File: src/rtl/inst_fetch_port.sv
// Instruction-bus fetch front end: reads the word at the current PC, presents it at IF/ID and stalls the PC while a fetch is outstanding.
// Optional fetch timeout is compiled in with INST_FETCH_TIMEOUT_EN.
module inst_fetch_port #(
    parameter int unsigned TIMEOUT_CYCLES = 255,
    parameter logic [31:0] NOP_WORD       = 32'h0000_0000
) (
    input  logic        clock,
    input  logic        reset,
    input  logic [31:0] pc_address,
    input  logic        pc_flush,
    input  logic        stall_hold,
    output logic        stall_request,
    output logic        bus_request,
    output logic [31:0] bus_address,
    input  logic        bus_ready,
    input  logic [31:0] bus_read_data,
    output logic [31:0] instruction,
    output logic        instruction_valid,
    output logic        fetch_exception
);

    typedef enum logic [1:0] {
        ST_IDLE    = 2'd0,
        ST_REQUEST = 2'd1,
        ST_DISCARD = 2'd2
    } state_t;

    state_t      r_state;
    logic        r_bus_request;
    logic [31:0] r_bus_address;
    logic [31:0] r_instruction;
    logic        r_instruction_valid;
    logic        r_fetch_exception;

    logic        w_aligned;
    logic        w_xfer;

    assign w_aligned = (pc_address[1:0] == 2'b00);
    // A beat is only taken when downstream is not stalled; bus_ready is ignored otherwise.
    assign w_xfer    = r_bus_request & bus_ready & ~stall_hold;

`ifdef INST_FETCH_TIMEOUT_EN
    localparam int CNT_W = (TIMEOUT_CYCLES > 1) ? $clog2(TIMEOUT_CYCLES) : 1;

    logic [CNT_W-1:0] r_wait_cnt;
    logic             w_expired;

    assign w_expired = (r_wait_cnt == CNT_W'(TIMEOUT_CYCLES - 1));
`endif

    always_comb begin
        stall_request = 1'b1;
        case (r_state)
            ST_IDLE:    stall_request = w_aligned & ~pc_flush;
            ST_REQUEST: stall_request = ~(bus_ready & ~stall_hold);
            ST_DISCARD: stall_request = 1'b1;
            default:    stall_request = 1'b1;
        endcase
    end

    always_ff @(posedge clock) begin
        if (reset) begin
            r_state             <= ST_IDLE;
            r_bus_request       <= 1'b0;
            r_bus_address       <= 32'h0;
            r_instruction       <= 32'h0;
            r_instruction_valid <= 1'b0;
            r_fetch_exception   <= 1'b0;
`ifdef INST_FETCH_TIMEOUT_EN
            r_wait_cnt          <= '0;
`endif
        end else begin
            case (r_state)
                ST_IDLE: begin
                    if (pc_flush) begin
                        r_instruction_valid <= 1'b0;
                        r_fetch_exception   <= 1'b0;
                    end else if (!stall_hold) begin
                        if (!w_aligned) begin
                            r_instruction       <= NOP_WORD;
                            r_instruction_valid <= 1'b1;
                            r_fetch_exception   <= 1'b1;
                        end else begin
                            r_bus_address       <= pc_address;
                            r_bus_request       <= 1'b1;
                            r_instruction_valid <= 1'b0;
                            r_fetch_exception   <= 1'b0;
                            r_state             <= ST_REQUEST;
`ifdef INST_FETCH_TIMEOUT_EN
                            r_wait_cnt          <= '0;
`endif
                        end
                    end
                end

                ST_REQUEST: begin
                    if (w_xfer) begin
                        r_bus_request <= 1'b0;
                        r_state       <= ST_IDLE;
                        if (pc_flush) begin
                            r_instruction_valid <= 1'b0;
                            r_fetch_exception   <= 1'b0;
                        end else begin
                            r_instruction       <= bus_read_data;
                            r_instruction_valid <= 1'b1;
                            r_fetch_exception   <= 1'b0;
                        end
                    end else if (pc_flush) begin
                        // Request stays up: the responder must still see the beat accepted.
                        r_state             <= ST_DISCARD;
                        r_instruction_valid <= 1'b0;
                        r_fetch_exception   <= 1'b0;
`ifdef INST_FETCH_TIMEOUT_EN
                        r_wait_cnt          <= '0;
`endif
                    end
`ifdef INST_FETCH_TIMEOUT_EN
                    else if (w_expired) begin
                        r_bus_request       <= 1'b0;
                        r_state             <= ST_IDLE;
                        r_instruction       <= NOP_WORD;
                        r_instruction_valid <= 1'b1;
                        r_fetch_exception   <= 1'b1;
                    end else begin
                        r_wait_cnt <= r_wait_cnt + CNT_W'(1);
                    end
`endif
                end

                ST_DISCARD: begin
                    if (w_xfer) begin
                        r_bus_request <= 1'b0;
                        r_state       <= ST_IDLE;
                    end
`ifdef INST_FETCH_TIMEOUT_EN
                    else if (w_expired) begin
                        r_bus_request <= 1'b0;
                        r_state       <= ST_IDLE;
                    end else begin
                        r_wait_cnt <= r_wait_cnt + CNT_W'(1);
                    end
`endif
                end

                default: begin
                    r_state       <= ST_IDLE;
                    r_bus_request <= 1'b0;
                end
            endcase
        end
    end

    assign bus_request       = r_bus_request;
    assign bus_address       = r_bus_address;
    assign instruction       = r_instruction;
    assign instruction_valid = r_instruction_valid;
    assign fetch_exception   = r_fetch_exception;

endmodule

File: config.mk
export PLATFORM = sky130hd
export DESIGN_NAME = inst_fetch_port
export DESIGN_NICKNAME = d
export VERILOG_FILES = /design/src/rtl/inst_fetch_port.sv
export SDC_FILE = /design/constraint.sdc
export NUM_CORES = 1
export LEC_CHECK = 0
export CAP_MARGIN = 30
export CORE_ASPECT_RATIO = 1.4
export CORE_MARGIN = 2
export CORE_UTILIZATION = 50
export CTS_CLUSTER_SIZE = 14
export DETAILED_ROUTE_END_ITERATION = 8
export DONT_BUFFER_PORTS = 1
export GPL_ROUTABILITY_DRIVEN = 0
export PLACE_DENSITY = 0.64
export SLEW_MARGIN = 10
export SYNTH_ARGS = -nofsm -noshare
export SYNTH_HDL_FRONTEND = slang
export SYNTH_SLANG_ARGS = --single-unit
File: constraint.sdc
create_clock -name clock -period 4 [get_ports clock]
set_clock_uncertainty 0.1 [all_clocks]
set_input_delay 0.6 -clock clock [delete_from_list [all_inputs] [get_ports clock]]
set_output_delay 0.6 -clock clock [all_outputs]
set_load 0.02 [all_outputs]
==> qor.yml <==
run_status:
  outcome: "finished clean"
setup_path:
  worst-path-max-fanout: 7
  crit_path_top_delay_cell: "a221o_1"
  cp_num_cells: 4
  critPathMaxStageDelay_ps: 360
  crit_type: "register to primary output"
  end_kind: "primary output"
  crit_path_start_kind: "register"
  ff2ff_path_depth: 6
  worstPathArrival_ps: 1590
  cp_top_family: "compound AO/OA/AOI/OAI gates"
  path_cells: "inv_1, ha_1, nor2_1, a221o_1"
  critPathBufInv: 1
  required_ps: 3300
floorplan:
  core_area_um2: 5900
  io-pin-count: 137
  die_h_um: 96.7
  start_util: 0.520
  row_count: 33
  dieArea_um2: 6800
  die_w_um: 70.2
clock_network:
  cts_buffer_depth: 2
  cts_tree: "built"
  clk_pin_slew_worst_paths_ps: 70
  htree_num_levels: 3
  numCtsBuffers: 9
  cts_resized: 0
  cts_setup_buffers: 0
  cts_root_buf: "clkbuf_8"
  clock_sinks: 69
  postCtsHoldBufs: 0
  insertion_delay_ps: 340
sta:
  grt_setup_unrepaired: "false"
  period_share: 0.573
  finalSetupViolCount: 0
  fin_ws_ps: 1710
  relSlewSlack: 0.620
  period_minus_slack_ps: 2290
  slew_viol_final: 0
  fin_setup_tns_ps: 0
  tightest_slew_ps: 569
  timing.fmax_ghz: 0.436
  finalHoldViolations: 0
logic_synthesis:
  synthDistinctLibCells: 39
  synth_warnings: 0
  synth-edff-count: 0
  syn-num-nets: 408
  syn_avg_cell_area_um2: 9.20
  async_flop_share: 0
  syn_inst: 334
  seq_area_frac_synth: 0.450
  yosys_most_used_dff: "dfxtp_1"
  syn_area_um2: 3070
  yosys_register_bits: 69
place:
  port_buffers: 0
  hpwl_um: 4360
  dp_slack_ps: 1950
power_and_ir_drop:
  p_leak_nw: 1.08
  worst_ir_drop_vdd_mv: 0.251
  p_per_area_nw_per_um2: 435
drt:
  drt_iter0_markers: 83
  ant_nets: 0
  drt_pass1_iterations: 4
  drc_errors: 0
  vias_per_cell: 5.75
  dr_total_vias: 2282
  wire_per_inst_um: 16.1
  routed_wl_um: 6410
global_routing:
  grt_max_degree: 73
  grt_use_total: 0.193
  grt_pass1_wl_um: 10600
  grt_overflow: 0
  grt_pass1_vias: 2257
  antenna_found_initial: 0
job:
  cap_viol_max_count: 0
layout:
  diodes: 0
  fillers: 551
  drive_gt1_frac: 0.183
  syn2layout_area_growth_pct: 6.44
  fin_nets: 396
min_path:
  worstHoldPathType: "input port to register"
  whs_path_depth: 1
==> per-stage QoR <==
step	hold WS [ps]	power, mW	utilization	cells	area, um^2
6_report	226	1.42	0.554	397	3270
3_5_place_dp	440	0.898	0.522	381	3080
5_1_grt	195	1.48	0.554	397	3270
4_1_cts	204	1.44	0.554	397	3270
3_3_place_gp	435	0.893	0.514	379	3040
2_1_floorplan	433	0.890	-	334	3070
==> report_power, final <==
part / switching, mW / internal (mW) / total [mW] / leakage (nW)
combinational: 0.101 / 0.0506 / 0.152 / 0.422
sequential: 0.0268 / 0.701 / 0.728 / 0.557
clock: 0.258 / 0.284 / 0.542 / 0.0987
==> flip-flops by register name, indices dropped and copies added (netlist names) <==
register / count
bus_address: 32
bus_request: 1
fetch_exception: 1
instruction: 32
instruction_valid: 1
r_state: 2
==> path summary, 6_finish.rpt <==
check	from	endpoint	slack, ps
min	reset	bus_address[20]	230
min reg2reg	bus_address[5]	bus_address[5]	450
max reg2reg	r_state[0]	instruction[14]	1970
max	r_state[0]	stall_request	1710
==> cells in the mapped netlist (2+ instances only) <==
cell      number  share of area
nor3_1         2         0.0033
dfxtp_1       69           0.45
buf_6          3          0.011
ha_1           5          0.020
o32ai_1        2         0.0057
o21ai_1        2         0.0033
clkbuf_1      10          0.012
inv_1         34          0.042
nand3_1       32          0.052
nand3b_1       2         0.0049
nor3b_1        2         0.0049
o32ai_2       30           0.16
a21oi_1       32          0.052
buf_4          6          0.015
nor2_1         6         0.0073
buf_1          2         0.0024
nor2b_1        3         0.0061
nand2_1       64          0.078
buf_2          7          0.011
o21ai_0        2         0.0033
==> cells by family (layout without fill, tap and decap cells) <==
kind of cell | after synthesis | after routing | synth area share
simple gates | 118 | 118 | 0.174
compound gates | 78 | 78 | 0.258
flops | 69 | 69 | 0.450
buf+inv | 63 | 56 | 0.0945
fa+ha+maj | 5 | 5 | 0.0204
mux | 1 | 1 | 0.00326
==> layout make-up <==
| class | count | area, um^2 | share of cell area |
|---|---|---|---|
| clock buffer | 9 | 124 | 0.0379 |
| clock inverter | 7 | 66.3 | 0.0203 |
| inverter | 35 | 131 | 0.0402 |
| multi-input combinational | 202 | 1410 | 0.432 |
| sequential | 69 | 1380 | 0.423 |
| tap | 70 | 87.6 | 0.0268 |
| timing repair buffer | 5 | 65.1 | 0.0199 |
==> cells in the final DEF, fill, tap and decap left out, types with 4 or more instances in the layout <==
master	instances
dfxtp_1	69
nand2_1	64
inv_1	34
nand3_1	32
a21oi_1	32
o32ai_2	30
clkbuf_8	9
nor2_1	6
ha_1	5
clkinv_2	4
==> metal layers <==
metal	GRT usage	wire length, um
met3	0.0854	647
met4	0.0902	146
met2	0.332	3200
met5	0	0
met1	0.196	2410
==> worst register-to-register path, stage by stage, from the launching register on <==
cell	delay, ps
dfxtp_1	360
inv_1	100
ha_1	320
o21a_2	190
a21oi_4	130
o211a_4	540
o32ai_2	160
Power figures use the tool's default switching activity.
